--- src/rtl/det_rr_scan_ctrl.sv ---
// Round-robin scheduler that shares one bit-serial overlapping pattern detector among NREQ
// word requesters. Define DET_MATCH_CNT_EN to add saturating per-requester match counters.
module det_rr_scan_ctrl #(
    parameter int unsigned        NREQ    = 2,
    parameter int unsigned        WIDTH   = 8,
    parameter int unsigned        PLEN    = 6,
    parameter logic [PLEN-1:0]    PATTERN = 6'b110101,
    parameter int unsigned        CNT_W   = 8,
    localparam int unsigned       ID_W    = (NREQ > 1) ? $clog2(NREQ) : 1,
    localparam int unsigned       POS_W   = $clog2(WIDTH),
    localparam int unsigned       HIT_W   = $clog2(WIDTH + 1)
) (
    input  logic                  clk,
    input  logic                  rstn,
    input  logic [NREQ-1:0]       req_valid,
    input  logic [NREQ*WIDTH-1:0] req_data,
    output logic [NREQ-1:0]       req_ready,
    output logic                  busy,
    output logic                  match,
    output logic [ID_W-1:0]       match_id,
    output logic [POS_W-1:0]      match_pos,
    output logic                  word_done,
`ifdef DET_MATCH_CNT_EN
    output logic [HIT_W-1:0]      word_hits,
    output logic [NREQ*CNT_W-1:0] match_cnt
`else
    output logic [HIT_W-1:0]      word_hits
`endif
);

    typedef enum logic [1:0] {StIdle, StShift, StDone} state_e;

    state_e            state_q, state_d;
    logic [WIDTH-1:0]  word_q, word_d;
    logic [ID_W-1:0]   id_q, id_d;
    logic [ID_W-1:0]   last_q, last_d;
    logic [PLEN-1:0]   hist_q, hist_d;
    logic [POS_W-1:0]  k_q, k_d;
    logic [HIT_W-1:0]  hits_q, hits_d;
    logic              match_q, match_d;
    logic [POS_W-1:0]  mpos_q, mpos_d;
    logic [ID_W-1:0]   mid_q, mid_d;

    logic [ID_W-1:0]   pick_id;
    logic              transfer;
    logic [PLEN-1:0]   hist_new;
    logic              hit;

    // First valid requester strictly after the last grant, wrapping around.
    function automatic logic [ID_W-1:0] rr_pick(input logic [NREQ-1:0] v,
                                                input logic [ID_W-1:0] last);
        logic [ID_W-1:0] sel;
        logic [NREQ-1:0] sh;
        logic            found;
        int unsigned     idx;
        sel   = '0;
        found = 1'b0;
        for (int unsigned i = 1; i <= NREQ; i++) begin
            idx = (32'(last) + i) % NREQ;
            sh  = v >> idx;
            if (!found && sh[0]) begin
                sel   = ID_W'(idx);
                found = 1'b1;
            end
        end
        return sel;
    endfunction

    always_comb begin
        pick_id   = rr_pick(req_valid, last_q);
        req_ready = '0;
        if (rstn && (state_q == StIdle) && (|req_valid)) begin
            req_ready = NREQ'(1) << pick_id;
        end
        transfer = |(req_valid & req_ready);
    end

    assign hist_new = {hist_q[PLEN-2:0], word_q[WIDTH-1]};
    // Early bits are masked so the cleared history cannot fake a hit.
    assign hit = (state_q == StShift) && (32'(k_q) >= PLEN - 1) && (hist_new == PATTERN);

    always_comb begin
        state_d = state_q;
        word_d  = word_q;
        id_d    = id_q;
        last_d  = last_q;
        hist_d  = hist_q;
        k_d     = k_q;
        hits_d  = hits_q;
        match_d = 1'b0;
        mpos_d  = mpos_q;
        mid_d   = mid_q;
        unique case (state_q)
            StIdle: begin
                if (transfer) begin
                    word_d  = req_data[32'(pick_id) * WIDTH +: WIDTH];
                    id_d    = pick_id;
                    last_d  = pick_id;
                    hist_d  = '0;
                    k_d     = '0;
                    hits_d  = '0;
                    state_d = StShift;
                end
            end
            StShift: begin
                word_d = word_q << 1;
                hist_d = hist_new;
                k_d    = k_q + POS_W'(1);
                if (hit) begin
                    match_d = 1'b1;
                    mpos_d  = k_q;
                    mid_d   = id_q;
                    hits_d  = hits_q + HIT_W'(1);
                end
                if (32'(k_q) == WIDTH - 1) begin
                    state_d = StDone;
                end
            end
            StDone: state_d = StIdle;
            default: state_d = StIdle;
        endcase
    end

    always_ff @(posedge clk) begin
        if (!rstn) begin
            state_q <= StIdle;
            word_q  <= '0;
            id_q    <= '0;
            last_q  <= ID_W'(NREQ - 1);
            hist_q  <= '0;
            k_q     <= '0;
            hits_q  <= '0;
            match_q <= 1'b0;
            mpos_q  <= '0;
            mid_q   <= '0;
        end else begin
            state_q <= state_d;
            word_q  <= word_d;
            id_q    <= id_d;
            last_q  <= last_d;
            hist_q  <= hist_d;
            k_q     <= k_d;
            hits_q  <= hits_d;
            match_q <= match_d;
            mpos_q  <= mpos_d;
            mid_q   <= mid_d;
        end
    end

    assign busy      = (state_q != StIdle);
    assign word_done = (state_q == StDone);
    assign word_hits = word_done ? hits_q : '0;
    assign match     = match_q;
    assign match_pos = mpos_q;
    assign match_id  = mid_q;

`ifdef DET_MATCH_CNT_EN
    logic [CNT_W-1:0] cnt_q [NREQ];

    always_ff @(posedge clk) begin
        if (!rstn) begin
            for (int unsigned i = 0; i < NREQ; i++) begin
                cnt_q[i] <= '0;
            end
        end else begin
            for (int unsigned i = 0; i < NREQ; i++) begin
                if (hit && (32'(id_q) == i) && (cnt_q[i] != {CNT_W{1'b1}})) begin
                    cnt_q[i] <= cnt_q[i] + CNT_W'(1);
                end
            end
        end
    end

    always_comb begin
        match_cnt = '0;
        for (int unsigned i = 0; i < NREQ; i++) begin
            match_cnt[i * CNT_W +: CNT_W] = cnt_q[i];
        end
    end
`endif

endmodule

--- config.mk ---
export PLATFORM = sky130hd
export DESIGN_NAME = det_rr_scan_ctrl
export DESIGN_NICKNAME = d
export VERILOG_FILES = /design/src/rtl/det_rr_scan_ctrl.sv
export SDC_FILE = /design/constraint.sdc
export NUM_CORES = 1
export LEC_CHECK = 0
export BUFFER_PORTS_ARGS = -buffer_cell sky130_fd_sc_hd__buf_2
export CORE_MARGIN = 2
export CORE_UTILIZATION = 46
export CTS_BUF_LIST = sky130_fd_sc_hd__clkbuf_16
export CTS_CLUSTER_DIAMETER = 150
export DETAILED_ROUTE_END_ITERATION = 12
export GPL_TIMING_DRIVEN = 1
export PLACE_DENSITY = 0.79
export SLEW_MARGIN = 0
export SYNTH_ARGS = -nofsm -noshare
export SYNTH_HDL_FRONTEND = slang
export SYNTH_SLANG_ARGS = --single-unit
--- constraint.sdc ---
create_clock -name clk -period 1.5 [get_ports clk]
set_clock_uncertainty 0.15 [all_clocks]
set_input_delay 0.075 -clock clk [delete_from_list [all_inputs] [get_ports clk]]
set_output_delay 0.075 -clock clk [all_outputs]
set_load 0.01 [all_outputs]
After elaboration in Yosys (flattened, before gate mapping)
Cells that the tools add are included.

Bits in registers: 29. Bits in latches: 0. RAM bits: 0. Bits in read-only memories: 0. Output and inout bits: 13. Memories: 0.

Add/sub/neg operators: 4. Multipliers: 0. Divide/modulo/power cells: 0. Magnitude comparators: 1. Equal/unequal tests: 7. Shifts and indexed selects: 4. Multiplexer cells: 18. Bitwise logic cells: 1. Reduce and logical (&&, ||, !) cells: 17.

Operators with widths (number): 8-bit one-hot mux with 2 select lines (1); 16-bit by 5-bit indexed part select with 8-bit output (1); 4-bit two-way mux (3); 5-bit one-hot mux with 2 select lines (1); 2-bit AND reduction (5); 8-bit two-way mux (1); 4-bit one-hot mux with 2 select lines (1); 6-bit == test (second input constant) (1); 2-bit two-way mux (3); 3-bit one-hot mux with 2 select lines (1); 1-bit logical AND (5); 5-bit two-way mux (1); 4-bit by 1-bit adder with 4-bit output (second input constant) (1); 1-bit two-way mux (4); 2-bit inequality test (second input constant) (2); 2-bit one-hot mux with 2 select lines (1); 2-bit nonzero test (2); 2-bit OR reduction (2); 2-bit by 1-bit right shift with 1-bit output (2); 3-bit by 1-bit adder with 3-bit output (second input constant) (1); 3-bit == test (second input constant) (1); 3-bit >= comparator (second input constant) (1); 3-bit two-way mux (1); 3-bit AND reduction (1); other kinds (8) (9).

Longest topological paths before layout
Word-level depth: 12. Gate-level depth with buffers: 5. Mapped depth without buffers: 5.

Least setup slack after synthesis
OpenSTA, ideal clock, no wires.

Path kind: register to register. Start point: reg state_q[1]. End point: reg word_q[1]. Library setup time: 122 ps. Arrival: 1225 ps. Required time: 1228 ps. Setup slack: 3 ps. Cell stages (with the launch flop): 6. Clock period less this slack: 1497 ps. Cells stage by stage: dfxtp_1 > and2b_2 > buf_2 > a32oi_1 > nor2b_1 > a221o_1.

Cells in the longest elaborated chain, start to end: 8. Elaborated cells on any way between the ends: 11. Classes of those cells: eq/ne (2); mux (2); bitwise (1); reduce/logical (6).

Ends and longest elaborated chain: from (decl) (RTL line 33) `state_e state_q, state_d;`; from (signal assigned) (RTL line 126) `state_q <= StIdle;`; from (signal assigned) (RTL line 137) `state_q <= state_d;`; 2-bit zero test (RTL line 72, 93); 1-bit logical AND (2 in series) (RTL line 72) `if (rstn && (state_q == StIdle) && (|req_valid)) begin`; 2-bit two-way mux (RTL line 72); 2-bit bitwise AND (RTL line 75) `transfer = |(req_valid & req_ready);`; 2-bit OR reduction (RTL line 75); 2-bit inequality test (no line); 2-bit AND reduction (no line); to (signal assigned) (RTL line 138) `word_q <= word_d;`; to (decl) (RTL line 34) `logic [WIDTH-1:0] word_q, word_d;`.

Parallel ways exist; a longest one is shown, timed or not. A chain may end at the register's enable or synchronous reset.

Worst setup path in the final report
Same ends and word-level chain as after synthesis.

==> reports/qor.json <==
{
  "power_frac_seq": {"value": 0.423},
  "die_area": {"value": 3206, "unit": "sq um"},
  "final_critical_delay_including_setup_and_external_delays": {"value": 1.552, "unit": "ns"},
  "power.density": {"value": 1026, "unit": "nW/um^2"},
  "power.clock.fraction": {"value": 0.473},
  "grt_overflow_total": {"value": 0},
  "critical_path_buf_inv_count": {"value": 1},
  "rr_worst_depth": {"value": 5},
  "setup_viol": {"value": 8},
  "num_vias": {"value": 1258},
  "drt_iter0_markers": {"value": 68},
  "critical_path.startpoint": {"value": "state_q[1]"},
  "tightest_slew": {"value": 0.3930, "unit": "ns"},
  "routedWlPerCell": {"value": 16.12, "unit": "um"},
  "start_util": {"value": 0.4742},
  "route.final.wire_length": {"value": 3481, "unit": "um"},
  "synth_cell_type_count": {"value": 34},
  "cap_violations": {"value": 0},
  "sw_frac_of_total": {"value": 0.2259},
  "setup.reg_to_reg.worst_slack": {"value": -0.05, "unit": "ns"},
  "synth-compound-area-share": {"value": 0.2475},
  "layout_commonest_cell": {"value": "buf_2"},
  "areaGrowthSynthToFinish": {"value": 48.33, "unit": "%"},
  "synth-adder-area-share": {"value": 0.03929},
  "placed_cells": {"value": 198},
  "synthesized_area_fraction_occupied_by_and_or_nand_nor_cells": {"value": 0.2269},
  "syn_inst": {"value": 127},
  "antenna_cells_inserted": {"value": 0},
  "crit_path_max_fanout": {"value": 7},
  "slew_viol_final": {"value": 0},
  "worst_path_max_delay_cell": {"value": "dfxtp_2"},
  "deepest_clock_path_buffer_count": {"value": 2},
  "postRouteAntennaNets": {"value": 0},
  "timing_worst_setup_path_type": {"value": "reg -> reg"},
  "hpwl": {"value": 2287, "unit": "um"},
  "synth_top_family_by_area": {"value": "compound AO/OA/AOI/OAI gates"},
  "p_total": {"value": 1.939, "unit": "mW"},
  "run_status": {"value": "complete, but fails checks"},
  "fmax": {"value": 644.4, "unit": "MHz"},
  "cp.required": {"value": 1.51, "unit": "ns"},
  "drt_pre_antenna_iters": {"value": 4},
  "layout.cells.most_common_list": {"value": "30 x buf_2, 25 x dfxtp_1, 12 x buf_4, 10 x nand3_1, 9 x dlygate4sd3_1"},
  "timing.critical_path.from_type": {"value": "register"},
  "fin_worst_hold_slack": {"value": 0.04661, "unit": "ns"},
  "die_width": {"value": 56.62, "unit": "um"},
  "fin_crit_sh": {"value": 1.034},
  "slew_headroom": {"value": 0.7378},
  "muxShareOfSynthArea": {"value": 0},
  "worstSetupEndpoint": {"value": "word_q[1]"},
  "synth.yosys.seq_area_share": {"value": 0.4558},
  "mappedNetlistNets": {"value": 151},
  "vdd.ir_drop.worst": {"value": 1088, "unit": "uV"},
  "yosys_register_bits": {"value": 29},
  "post_synth_instance_area": {"value": 1274, "unit": "sq um"},
  "hp-class": {"value": "in -> reg"},
  "synth_xor_area_frac": {"value": 0},
  "clockRootBuffer": {"value": "clkbuf_16"},
  "drt_drc_violations_left": {"value": 0},
  "grt_antenna_before_repair": {"value": 0},
  "clkSlewWorstSetupHoldPaths": {"value": 0.05, "unit": "ns"},
  "clock_latency": {"value": 0.28, "unit": "ns"},
  "multi_input_area": {"value": 721.9, "unit": "sq um"},
  "tritoncts": {"value": "built"},
  "grt_setup_unrepaired": {"value": "yes"},
  "report.final.hold_viol_count": {"value": 0},
  "place_congestion": {"value": 0.7608},
  "cts.htree.levels": {"value": 2},
  "io_pins": {"value": 33},
  "failing_checks": {"value": "negative setup slack"},
  "syn_area_per_cell": {"value": 10.03, "unit": "sq um"},
  "first_global_vias": {"value": 1186},
  "p_sw": {"value": 0.4380, "unit": "mW"},
  "placeableCoreArea": {"value": 2686, "unit": "sq um"},
  "numCtsBuffers": {"value": 5},
  "groute.usage.overall": {"value": 0.2228},
  "ff_latch_area": {"value": 588.1, "unit": "sq um"},
  "fp-row-count": {"value": 19},
  "final_cell_count_no_fill": {"value": 216},
  "layout-drive-gt1-share": {"value": 0.4000},
  "first_pass_grt_wire_length": {"value": 5292, "unit": "um"},
  "share_comb_of_total_power": {"value": 0.105},
  "critPathArrivalTime": {"value": 1.56, "unit": "ns"},
  "final_setup_margin": {"value": -0.05173, "unit": "ns"},
  "port-buffer-count": {"value": 32},
  "crit-reg2reg-capture": {"value": "word_q[1]"},
  "timing.critical_path.slowest_cell_delay": {"value": 0.35, "unit": "ns"},
  "clkSinkCount": {"value": 29},
  "fillers": {"value": 194},
  "worst_r2r_startpoint": {"value": "state_q[1]"},
  "path_cells": {"value": "and2b_2 > buf_6 > a32oi_2 > nor2b_1 > a221o_1"},
  "ys_warn_count": {"value": 0},
  "levels_on_crit_path": {"value": 5},
  "die_h": {"value": 56.62, "unit": "um"},
  "via_cell_ratio": {"value": 5.824},
  "timing.critical_path.max_delay_family": {"value": "compound AO/OA/AOI/OAI gates"},
  "leakage": {"value": 0.8482, "unit": "nW"},
  "cellInternalPower": {"value": 1.501, "unit": "mW"},
  "final_util": {"value": 0.7033},
  "nNetsFinal": {"value": 208},
  "grt_start_max_net_pins": {"value": 16},
  "crit_path_end_kind": {"value": "register"}
}
==> power groups by stage <==
stage / logic (mW) / clock network [mW] / registers, mW
floorplan: 0.0850 / 0 / 0.825
finish: 0.203 / 0.917 / 0.819
global route: 0.217 / 0.959 / 0.821
detailed placement: 0.155 / 0 / 0.829
CTS: 0.183 / 0.927 / 0.817
global placement: 0.147 / 0 / 0.828
==> worst register-to-register path: cells and delay by family, from the launching register on <==
kind                   cells  cell delay [ns]
AO/OA/AOI/OAI              2             0.43
buffers and inverters      1             0.16
flip-flops                 1             0.35
AND/OR/NAND/NOR            2             0.35
==> synthesized netlist by cell type <==
master / n / share of area
dfxtp_1: 29 / 0.46
nand3_1: 10 / 0.039
nor2b_1: 9 / 0.044
a221o_1: 8 / 0.063
a32oi_1: 7 / 0.048
a22o_1: 6 / 0.041
and2_1: 6 / 0.029
nand2_1: 6 / 0.018
and3_1: 4 / 0.020
ha_1: 4 / 0.039
nor2_1: 4 / 0.012
o21ai_0: 4 / 0.016
clkbuf_1: 3 / 0.0088
a21oi_1: 2 / 0.0079
buf_4: 2 / 0.012
inv_1: 2 / 0.0059
nand2b_1: 2 / 0.0098
o21a_1: 2 / 0.012
or3_1: 2 / 0.0098
a21boi_0: 1 / 0.0059
a21boi_1: 1 / 0.0059
a21o_1: 1 / 0.0059
and2_0: 1 / 0.0049
and2b_2: 1 / 0.0069
and3b_1: 1 / 0.0069
and4b_1: 1 / 0.0079
buf_2: 1 / 0.0039
nor3_1: 1 / 0.0039
nor3b_2: 1 / 0.0098
o2111a_1: 1 / 0.0088
o2111ai_4: 1 / 0.021
o2bb2ai_1: 1 / 0.0069
o31ai_1: 1 / 0.0059
or2_2: 1 / 0.0049
==> repair_timing <==
item | in CTS | in global routing
hold buffers | 9 | 0
setup buffers | 1 | 0
pin swaps | 3 | 4
endpoints found under the setup margin | 15 | 23
resized for setup | 10 | 15
hold endpoints to repair | 8 | 0
==> metal layers <==
metal  GRT usage  up-vias  share of wire
met4      0.1259        0          0.023
met3     0.06452        9          0.062
met2      0.3721       37           0.51
met5           0        -              0
li1            -      593              -
met1      0.2514      619           0.41
==> through the flow <==
stage               setup WS (ns)  cell area (sq um)    TNS [ns]
floorplan                0.003024               1274           0
global placement          0.02976               1559           0
detailed placement       -0.06439               1559     -0.2738
CTS                    -0.0005169               1827  -0.0005169
global route              -0.1168               1889     -0.6317
finish                   -0.05173               1889     -0.1456
==> kinds of logic after synthesis <==
kind of cell | count (synthesis)
adders and majority gates | 4
buffers and inverters | 8
and+or+nand+nor | 50
AOI/OAI and AO/OA | 36
DFF | 29
==> worst min-delay path by stage <==
stage	startpoint	to	cells after the start
final	req_data[11]	word_q[3]	4
after global routing	req_data[11]	word_q[3]	4
after CTS	req_data[9]	word_q[1]	4
after detailed placement	req_data[4]	word_q[4]	2
after global placement	req_data[4]	word_q[4]	2
after floorplan	req_data[0]	word_q[0]	1
==> state kept, by name, summed over array words and instances (netlist names) <==
register	flops
last_q	1
state_q	2
match	1
k_q	3
match_id	1
word_q	8
match_pos	3
hits_q	4
hist_q	5
id_q	1
==> area by class of cell <==
type | count | share of cell area
Sequential cell | 29 | 0.3113
Multi-Input combinational cell | 90 | 0.3821
Clock inverter | 3 | 0.006623
Timing Repair Buffer | 56 | 0.2093
Clock buffer | 5 | 0.06623
Tap cell | 31 | 0.02053
Inverter | 2 | 0.003974
No activity file was read; power rests on OpenSTA's default activity.
